--- src/rtl/commit_free_list.sv ---
// commit_free_list: retirement alias table plus circular physical-register
// free list. Commits return displaced registers to the ring tail; rename
// allocates from the head; a flush rewinds head to the oldest in-flight
// allocation so every speculative register becomes free again in one cycle.
module commit_free_list #(
    parameter  int NUM_PHYS_REGS = 64,
    parameter  int NUM_ARCH_REGS = 32,
    parameter  int DEPTH         = NUM_PHYS_REGS - NUM_ARCH_REGS,
    localparam int PW            = $clog2(NUM_PHYS_REGS),
    localparam int AW            = $clog2(NUM_ARCH_REGS),
    localparam int DW            = $clog2(DEPTH)
) (
    input  logic          CLK,
    input  logic          RESET,
    input  logic          alloc_req,
    output logic [PW-1:0] free_preg,
    output logic          free_empty,
    output logic [DW:0]   free_count,
    input  logic          commit_valid,
    input  logic [AW-1:0] commit_arch,
    input  logic [PW-1:0] commit_preg,
    input  logic          FLUSH_IN,
    input  logic [AW-1:0] rrat_rd_arch,
    output logic [PW-1:0] rrat_rd_preg,
    output logic          protocol_err
);

    logic [PW-1:0] ring [DEPTH];
    logic [PW-1:0] rrat [NUM_ARCH_REGS];
    logic [DW-1:0] head, tail, retire_head;
    logic [DW:0]   free_cnt, inflight;

    logic          alloc_ok, commit_ok, alloc_err, commit_err;
    logic [PW-1:0] push_preg;

    // Ring pointers wrap explicitly so DEPTH need not be a power of two.
    function automatic logic [DW-1:0] ptr_inc(input logic [DW-1:0] p);
        return (p == DW'(DEPTH - 1)) ? '0 : p + 1'b1;
    endfunction

    // Grant/commit qualification against registered state only (no bypass).
    always_comb begin
        alloc_ok   = alloc_req && !FLUSH_IN && (free_cnt != '0);
        alloc_err  = alloc_req && !FLUSH_IN && (free_cnt == '0);
        commit_ok  = commit_valid && (inflight != '0);
        commit_err = commit_valid && (inflight == '0);
        // arch 0 never remaps: the committing register itself goes back.
        push_preg  = (commit_arch != '0) ? rrat[commit_arch] : commit_preg;
    end

    // Ring contents and RRAT: identity map and fresh registers after reset.
    always_ff @(posedge CLK or negedge RESET) begin
        if (!RESET) begin
            for (int k = 0; k < DEPTH; k++)
                ring[k] <= PW'(NUM_ARCH_REGS + k);
            for (int i = 0; i < NUM_ARCH_REGS; i++)
                rrat[i] <= PW'(i);
        end else if (commit_ok) begin
            ring[tail] <= push_preg;
            if (commit_arch != '0)
                rrat[commit_arch] <= commit_preg;
        end
    end

    // Pointers and counters; a flush folds in-flight back into free.
    always_ff @(posedge CLK or negedge RESET) begin
        if (!RESET) begin
            head         <= '0;
            tail         <= '0;
            retire_head  <= '0;
            free_cnt     <= (DW+1)'(DEPTH);
            inflight     <= '0;
            protocol_err <= 1'b0;
        end else begin
            if (commit_ok) begin
                tail        <= ptr_inc(tail);
                retire_head <= ptr_inc(retire_head);
            end
            if (FLUSH_IN) begin
                // Rewind to the post-commit retire point; commit nets to zero.
                head     <= commit_ok ? ptr_inc(retire_head) : retire_head;
                free_cnt <= free_cnt + inflight;
                inflight <= '0;
            end else begin
                if (alloc_ok)
                    head <= ptr_inc(head);
                free_cnt <= free_cnt + (DW+1)'(commit_ok) - (DW+1)'(alloc_ok);
                inflight <= inflight + (DW+1)'(alloc_ok) - (DW+1)'(commit_ok);
            end
            if (alloc_err || commit_err)
                protocol_err <= 1'b1;
        end
    end

    assign free_preg    = ring[head];
    assign free_empty   = (free_cnt == '0);
    assign free_count   = free_cnt;
    assign rrat_rd_preg = rrat[rrat_rd_arch];

endmodule

--- config.mk ---
export PLATFORM = sky130hd
export DESIGN_NAME = commit_free_list
export DESIGN_NICKNAME = d
export VERILOG_FILES = /design/src/rtl/commit_free_list.sv
export SDC_FILE = /design/constraint.sdc
export NUM_CORES = 1
export LEC_CHECK = 0
export ABC_AREA = 1
export BUFFER_PORTS_ARGS = -buffer_cell sky130_fd_sc_hd__buf_2
export CAP_MARGIN = 20
export CORE_UTILIZATION = 35
export CTS_CLUSTER_SIZE = 40
export DETAILED_ROUTE_END_ITERATION = 12
export GPL_TIMING_DRIVEN = 0
export HOLD_SLACK_MARGIN = 0.05
export MAX_ROUTING_LAYER = met4
export SLEW_MARGIN = 5
export SYNTH_ARGS = -nofsm -noshare
export SYNTH_HDL_FRONTEND = slang
export SYNTH_SLANG_ARGS = --single-unit
export TNS_END_PERCENT = 20
--- constraint.sdc ---
create_clock -name CLK -period 4.1 [get_ports CLK]
set_input_delay 0.615 -clock CLK [delete_from_list [all_inputs] [get_ports CLK]]
set_output_delay 0.615 -clock CLK [all_outputs]
set_load 0.05 [all_outputs]
==> flow_summary.ini, run 1 <==
[timing]
maxSlewViolCount = 0
rsz0062_at_grt = no
setup_ws_ns = 0.244
tightest_slew_ns = 1.03
finalSetupViolCount = 0
hold_viol = 0
fmax_mhz = 259
fin_worst_skew_ns = 0.0423
relSlewSlack = 0.316
timing.final.crit_share = 0.940
post-route-min-period_ns = 3.86

[finish]
stdcell_count = 4162
fin_util = 0.401
syn2layout_area_growth_pct = 13.0
fin_nets = 3321
final_cell_mix = nand2_1, o21ai_0, nand3_1, nor2_1, dfrtp_1
layout-drive-gt1-share = 0.130
layout_commonest_cell = nand2_1
fin_area_mm2 = 0.0259

[worst_setup_path]
r2r-start = inflight[2]
crit_chain = clkbuf_1 -> clkbuf_1 -> o21ai_0 -> o22ai_1 -> nand2_1 -> nand2_1 -> nand3b_1 -> nand2_1 -> inv_1 -> buf_2
worstSetupPathType = reg -> out
crit_fanout = 10
reg2reg_depth = 17
endpoint_kind = output pin
timing.rr.end = inflight[4]
cp_slowest_cell = clkbuf_1
max_stage_delay_ns = 0.65
rrSetupSlack_ns = 0.96
worstPathRequired_ns = 3.48
start_kind = flop
crit_top_cell = nand2_1
worst_ep_arrival_time_ns = 3.24

[clock_network]
clock_path_buffers = 3
post-cts-setup-buffers = 0
cts-htree-levels = 2
root_buffer = clkbuf_16
clk_latency_ns = 0.63
path_clk_slew_ns = 0.06
cts_sinks = 412
cts_buffers = 47
cts_tree = built

[yosys]
synth_nets = 3234
syn_area_per_cell_um2 = 7.19
ys_seq_elements = 412
ys_types = 38
synth-main-ff-cell = dfrtp_1
synthCells = 3182
synth_edf_count = 0
netlist_area_mm2 = 0.0229
synth_seq_area_share = 0.461
synthArstFlopShare = 1.00
yosysWarnings = 0

[route]
vias = 22265
ant_nets = 0
drtIter0Drc = 2591
wl_met2_um = 37700
wl_met3_um = 7610
firstDrtPassIters = 6
dr.max_layer_used = met4
wl_met1_um = 37700
routedWlPerCell_um = 21.1
viasPerCell = 5.35
drc = 0
routed_wl_um = 87700

[grt]
antenna_found_initial = 0
grt_max_degree = 106
grt_pass1_wl_um = 132000
grt-ovfl-total = 0
grt_usage = 0.270
first_global_vias = 20913

[power_and_ir_drop]
finalPower_mw = 17.7
p_leak_nw = 12.2
peakVddDrop_uv = 434
power_density_mw_per_mm2 = 685

[hold_path]
min_from = commit_preg[1]
holdCritPathClass = in -> reg
holdPathStages = 3
holdPathEnd = rrat[169]

[floorplan]
ios = 41
core.rowCount = 93
fp.dieArea_mm2 = 0.0664
die_w_um = 258
die_h_um = 258
coreArea_mm2 = 0.0646
start_util = 0.354

[placed_design]
place.gp.congestion = 1.03
placed_cells = 4074
dpl.hpwl_um = 62800
place_ws_ns = 0.599
portBuffers = 32
placed_area_mm2 = 0.0243

[run]
maxCapViolCount = 0

[run_status]
status = finished clean
[stage by stage]
stage	hold WS [ns]	TNS, ns
2_1_floorplan	0.319	0
3_3_place_gp	0.441	-1989.88
3_5_place_dp	0.448	0
4_1_cts	0.246	0
5_1_grt	0.261	0
6_report	0.249	0
[cell type report]
class                   instances  area, µm²
clock inverters                19        245
plain buffers                 200       1030
repair buffers                 38        302
fillers                      6743      38700
inverters                     156        586
flip-flops and latches        412      10600
multi-input cells            2414      10700
clock buffers                  67       1360
diodes                          1       2.50
well taps                     855       1070
[flip-flops by register name (all words and copies together) (netlist names)]
signal	cells
ring	192
rrat	192
free_count	6
inflight	6
head	5
retire_head	5
tail	5
protocol_err	1
[synthesized netlist by cell type (2+ instances only)]
library cell | count | area [µm²]
dfstp_2 | 193 | 5070
nor3_1 | 6 | 30.0
fa_1 | 3 | 60.1
clkbuf_1 | 111 | 417
ha_1 | 28 | 350
nor2_4 | 2 | 22.5
nand3_1 | 285 | 1430
xnor2_1 | 2 | 17.5
o21ai_1 | 36 | 180
inv_2 | 21 | 78.8
clkinv_1 | 4 | 15.0
nand2_1 | 1320 | 4950
a31oi_1 | 2 | 12.5
buf_6 | 27 | 304
nor3b_1 | 2 | 15.0
o22ai_1 | 23 | 144
inv_1 | 131 | 492
buf_1 | 8 | 30.0
o211ai_1 | 30 | 225
nor2_1 | 242 | 908
nand3b_1 | 5 | 37.5
nor3_2 | 2 | 20.0
o31ai_1 | 17 | 128
nor3_4 | 8 | 130
a21oi_1 | 69 | 345
o21ai_0 | 317 | 1590
buf_2 | 51 | 255
buf_4 | 3 | 22.5
nor2_2 | 2 | 12.5
nand3_2 | 6 | 60.1
dfrtp_1 | 219 | 5480
[report_power, final]
group / switching, mW / internal (mW) / leakage [nW]
Clock: 1.85 / 2.58 / 0.789
Sequential: 1.07 / 5.75 / 4.88
Combinational: 4.45 / 2.03 / 6.54
Total: 7.37 / 10.4 / 12.2
[repair_timing]
item / 4_1_cts / 5_1_grt
resized for setup: 0 / 0
setup endpoints to repair: 0 / 0
endpoints found under the hold margin: 40 / 0
hold buffers: 1 / 0
[routing by layer]
layer	vias to the layer above	GRT usage
li1	10414	-
met1	10492	0.360
met2	1097	0.399
met3	262	0.0434
met4	0	0.132
met5	-	-
[worst max path at each step]
stage,startpoint,endpoint,slack (ns),cells after the start
final,head[1],free_preg[5],0.24,10
after global routing,head[1],free_preg[2],0.18,10
after CTS,head[1],free_preg[5],0.36,10
after detailed placement,rrat_rd_arch[0],rrat_rd_preg[4],0.60,12
after global placement,RESET,inflight[4],-6.18,1
after floorplan,rrat_rd_arch[0],rrat_rd_preg[5],1.44,10
[cell families (layout without fill, tap and decap cells)]
group	after synthesis	in the layout	synth area share
muxes	1	1	0.000437
other	0	1	0
adders and majority gates	31	31	0.0179
xor gates and xnor gates	3	3	0.00115
buffers and inverters	356	480	0.0705
AOI/OAI and AO/OA	496	496	0.115
DFF	412	412	0.461
and+or+nand+nor	1883	1883	0.334
[worst max-delay path, delay by kind of cell, from the launching register on]
| kind | cells | cell delay [ns] |
|---|---|---|
| AND/OR/NAND/NOR | 4 | 0.51 |
| AO/OA/AOI/OAI | 2 | 0.49 |
| buffers and inverters | 4 | 1.25 |
| flip-flops | 1 | 0.35 |
(Power assumes the default switching activity.)
==> run 2: changes to the inputs <==
--- a/config.mk
+++ b/config.mk
@@ -8,12 +8,14 @@
 export ABC_AREA = 1
 export BUFFER_PORTS_ARGS = -buffer_cell sky130_fd_sc_hd__buf_2
 export CAP_MARGIN = 20
+export CORE_MARGIN = 2
 export CORE_UTILIZATION = 35
 export CTS_CLUSTER_SIZE = 40
 export DETAILED_ROUTE_END_ITERATION = 12
 export GPL_TIMING_DRIVEN = 0
 export HOLD_SLACK_MARGIN = 0.05
 export MAX_ROUTING_LAYER = met4
+export SETUP_SLACK_MARGIN = 0.4
 export SLEW_MARGIN = 5
 export SYNTH_ARGS = -nofsm -noshare
 export SYNTH_HDL_FRONTEND = slang
==> run 2 against run 1 <==
  * Via count about the same
  * Final cell count about the same
  * Design area decreased by 0.11%
  * Utilization about the same
  * First-iteration DRC count decreased by 5.1%
  * Non-clock buffer count decreased by 2
  * Sequential power about the same
  * Largest power group unchanged
==> flow_summary.ini, run 2 (synthesis gave the netlist of run 1 again) <==
[finish]
largestRegisters = ring: 192 flops, rrat: 192 flops
diodes = 0
syn2layout_area_growth_pct = 12.9
stdcell_count = 4161
layout_commonest_cell = nand2_1
layout-drive-gt1-share = 0.131
final_cell_mix = nand2_1, o21ai_0, nand3_1, nor2_1, dfrtp_1
fin_nets = 3319

[worst_setup_path]
start_kind = flop
r2r-start = inflight[2]
rrSetupSlack_ns = 0.92
worstSetupPathType = reg -> out
worst_ep_arrival_time_ns = 3.10
crit_fanout = 10
reg2reg_depth = 17
endpoint_kind = output pin
worstPathRequired_ns = 3.48
timing.rr.end = inflight[4]

[clock_network]
cts_hold_buf = 0
cts-htree-levels = 2
cts_sinks = 412
root_buffer = clkbuf_16
post-cts-setup-buffers = 0
cts_tree = built
cts_buffers = 47
path_clk_slew_ns = 0.06
clock_path_buffers = 3
clk_latency_ns = 0.63

[power_and_ir_drop]
p_leak_nw = 12.2
finalPower_mw = 17.7
peakVddDrop_uv = 449
power_density_mw_per_mm2 = 687

[placed_design]
dpl.hpwl_um = 63600
placed_cells = 4073
place.gp.congestion = 1.02
portBuffers = 32

[route]
vias = 22258
ant_nets = 0
drtIter0Drc = 2459
firstDrtPassIters = 8
viasPerCell = 5.35
drc = 0
routedWlPerCell_um = 21.4
routed_wl_um = 88800

[run]
maxCapViolCount = 0

[floorplan]
die_w_um = 260
core.rowCount = 93
die_h_um = 260
coreArea_mm2 = 0.0646
fp.dieArea_mm2 = 0.0675
ios = 41
start_util = 0.354

[grt]
grt_pass1_wl_um = 134000
grt_max_degree = 114
first_global_vias = 21180
grt_usage = 0.272
grt-ovfl-total = 0
antenna_found_initial = 0

[timing]
timing.final.crit_share = 0.906
setup_tns_ns = 0
maxSlewViolCount = 0
fin_worst_skew_ns = 0.0412
fmax_mhz = 269
relSlewSlack = 0.318
finalSetupViolCount = 0
rsz0062_at_grt = yes
post-route-min-period_ns = 3.71
hold_viol = 0
tightest_slew_ns = 1.02

[run_status]
status = finished clean

[hold_path]
holdCritPathClass = in -> async
-- run 2: worst max-delay path: stages (launching register included) --
cell and delay [ns]:
dfrtp_1 0.35, clkbuf_1 0.29, buf_1 0.63, o21ai_0 0.18
o21ai_0 0.35, o211ai_1 0.18, nand2_1 0.10, nand2_1 0.09
inv_1 0.06, buf_2 0.25
-- run 2: per-layer routing --
metal	wire length [µm]	GRT usage
met5	0	-
met3	7410	0.0395
met1	38300	0.367
met2	39200	0.409
met4	3920	0.112
-- run 2: per-stage QoR --
stage / cell area [µm²] / setup slack (ns) / utilization / hold WS (ns)
after global placement: 24100 / -6.08 / 0.374 / 0.442
after global routing: 25800 / 0.323 / 0.400 / 0.0887
after floorplan: 22900 / 1.44 / - / 0.319
after detailed placement: 24200 / 0.489 / 0.375 / 0.447
final: 25800 / 0.386 / 0.400 / 0.0252
after CTS: 25800 / 0.414 / 0.400 / 0.0501
-- run 2: how the worst max path moves through the flow --
stage / from / endpoint / slack, ns / depth (start not counted)
floorplan: rrat_rd_arch[0] / rrat_rd_preg[5] / 1.44 / 10
global placement: RESET / rrat[51] / -6.08 / 1
detailed placement: rrat_rd_arch[0] / rrat_rd_preg[4] / 0.49 / 12
CTS: head[0] / free_preg[4] / 0.41 / 10
global route: head[1] / free_preg[2] / 0.32 / 9
finish: head[1] / free_preg[0] / 0.39 / 9
-- run 2: cell type report --
class                   instances  area [µm²]
fillers                      6843       38700
well taps                     855        1070
repair buffers                 36         264
multi-input cells            2414       10700
clock inverters                17         238
inverters                     156         586
flip-flops and latches        412       10600
clock buffers                  71        1380
plain buffers                 200        1030
-- run 2: report_power, final --
part / switching [mW] / leakage [nW] / internal (mW) / total, mW
logic: 4.47 / 6.54 / 2.03 / 6.50
registers: 1.06 / 4.88 / 5.75 / 6.81
clock network: 1.85 / 0.791 / 2.59 / 4.44
total: 7.37 / 12.2 / 10.4 / 17.7
-- run 2: what timing repair did --
action / in CTS / in global routing
gates cloned: 0 / 0
resized for setup: 2 / 5
setup endpoints to repair: 4 / 7
==> run 3: changes to the inputs <==
--- a/config.mk
+++ b/config.mk
@@ -14,7 +14,6 @@
 export DETAILED_ROUTE_END_ITERATION = 12
 export GPL_TIMING_DRIVEN = 0
 export HOLD_SLACK_MARGIN = 0.05
-export MAX_ROUTING_LAYER = met4
 export SETUP_SLACK_MARGIN = 0.4
 export SLEW_MARGIN = 5
 export SYNTH_ARGS = -nofsm -noshare
==> run 3 against run 2 <==
  * Count of clock-buffer cells in the layout is 6 higher
  * Critical endpoint is now free_preg[3]
  * Worst setup slack better by 0.054 ns
  * Hold slack improved by 0.24 ns
  * Flip-flop and latch count unchanged
  * Sequential share of layout area decreased by 0.11 points
  * Utilization grew 0.10 points
  * Sequential power barely moved
==> flow_summary.ini, run 3 (synthesis gave the netlist of run 1 again) <==
[placed_design]
place_ws_ns = 0.467
placed_cells = 4074
placed_area_mm2 = 0.0243
place.gp.congestion = 0.999
dpl.hpwl_um = 63400
portBuffers = 32

[timing]
timing.final.crit_share = 0.893
rsz0062_at_grt = yes
setup_ws_ns = 0.441
tightest_slew_ns = 1.14
hold_viol = 0
relSlewSlack = 0.238
maxSlewViolCount = 0
finalSetupViolCount = 0
post-route-min-period_ns = 3.66
fmax_mhz = 273
fin_worst_skew_ns = 0.0443

[clock_network]
post-cts-setup-buffers = 0
clock_path_buffers = 3
cts_sinks = 412
cts_buffers = 48
cts-htree-levels = 2
path_clk_slew_ns = 0.06
root_buffer = clkbuf_16
cts_tree = built
clk_latency_ns = 0.62

[grt]
grt-ovfl-total = 0
grt_pass1_wl_um = 134000
grt_max_degree = 117
antenna_found_initial = 1
first_global_vias = 21142
grt_usage = 0.264

[finish]
syn2layout_area_growth_pct = 13.2
fin_nets = 3322
layout_commonest_cell = nand2_1
stdcell_count = 4165
layout-drive-gt1-share = 0.132
final_cell_mix = nand2_1, o21ai_0, nand3_1, nor2_1, dfrtp_1
diodes = 0
largestRegisters = ring: 192 flops, rrat: 192 flops
fin_area_mm2 = 0.0259
fill_cells = 6817

[floorplan]
core.rowCount = 93
ios = 41
die_h_um = 260
fp.dieArea_mm2 = 0.0675
coreArea_mm2 = 0.0646
die_w_um = 260
start_util = 0.354

[power_and_ir_drop]
p_leak_nw = 12.3
finalPower_mw = 17.8
power_density_mw_per_mm2 = 686
peakVddDrop_uv = 415

[worst_setup_path]
worstPathRequired_ns = 3.48
worst_ep_arrival_time_ns = 3.04
crit_fanout = 10
worstSetupPathType = reg -> out
endpoint_kind = output pin
start_kind = flop

[route]
routedWlPerCell_um = 21.4
firstDrtPassIters = 6
vias = 22313
ant_nets = 0
drtIter0Drc = 2640
viasPerCell = 5.36
drc = 0
routed_wl_um = 88900

[run]
maxCapViolCount = 0

[hold_path]
holdCritPathClass = in -> reg

[run_status]
status = finished clean
## run 3: cell count changes in the layout (fill, tap and decap cells not counted), sizes merged
| cell | change |
|---|---|
| bufinv | -2 |
| clkbuf | +7 |
| clkinv | -2 |
| dlygate4sd3 | +1 |
## run 3: path summary, 6_finish.rpt
kind	start	to	slack (ns)	cells after the start
min in group asynchronous	RESET	ring[90]	0.51	2
worst min register to register	rrat[187]	rrat[187]	0.45	1
worst min-delay path	commit_preg[4]	rrat[172]	0.27	3
worst max-delay path	head[0]	free_preg[3]	0.44	10
worst max register to register	inflight[2]	free_count[4]	0.98	18
max in group asynchronous	RESET	rrat[54]	2.14	4
## run 3: final cells by class
| type | count | area [µm²] | area share |
|---|---|---|---|
| inverters | 156 | 586 | 0.0226 |
| repair buffers | 38 | 302 | 0.0116 |
| multi-input cells | 2414 | 10700 | 0.414 |
| clock inverters | 13 | 139 | 0.00536 |
| clock buffers | 77 | 1500 | 0.0580 |
| well taps | 855 | 1070 | 0.0413 |
| flip-flops and latches | 412 | 10600 | 0.407 |
| plain buffers | 200 | 1040 | 0.0400 |
## run 3: metrics by stage
step	setup TNS, ns	util	hold slack, ns
CTS	0	0.401	0.249
detailed placement	0	0.376	0.446
global route	0	0.401	0.283
finish	0	0.401	0.269
global placement	-1983.91	0.374	0.441
floorplan	0	-	0.319
## run 3: timing repair
action,4_1_cts,5_1_grt
hold endpoints to repair,14,0
resized for setup,1,10
hold buffers,1,0
endpoints found under the setup margin,4,9
## run 3: routing by layer
metal  share of wire  wire, µm  up-vias  global-route usage
met4           0.045      4030        0               0.108
met1            0.43     38400    10572               0.368
met5               0         0        -                   0
li1                -         -    10424                   -
met2            0.44     39100     1084               0.410
met3           0.083      7420      233              0.0365
## run 3: power by group
group	total, mW	internal [mW]	switching [mW]	leakage (nW)
Clock	4.47	2.64	1.83	0.811
Combinational	6.49	2.04	4.46	6.56
Sequential	6.82	5.75	1.07	4.88
## run 3: critical path: stages (launching register included)
cell and delay [ns]:
dfrtp_1 0.38, buf_2 0.17, inv_2 0.15, clkbuf_1 0.59, o21ai_0 0.24, o211ai_1 0.16
o211ai_1 0.19, nand2_1 0.13, nand2_1 0.10, inv_1 0.06, buf_2 0.25
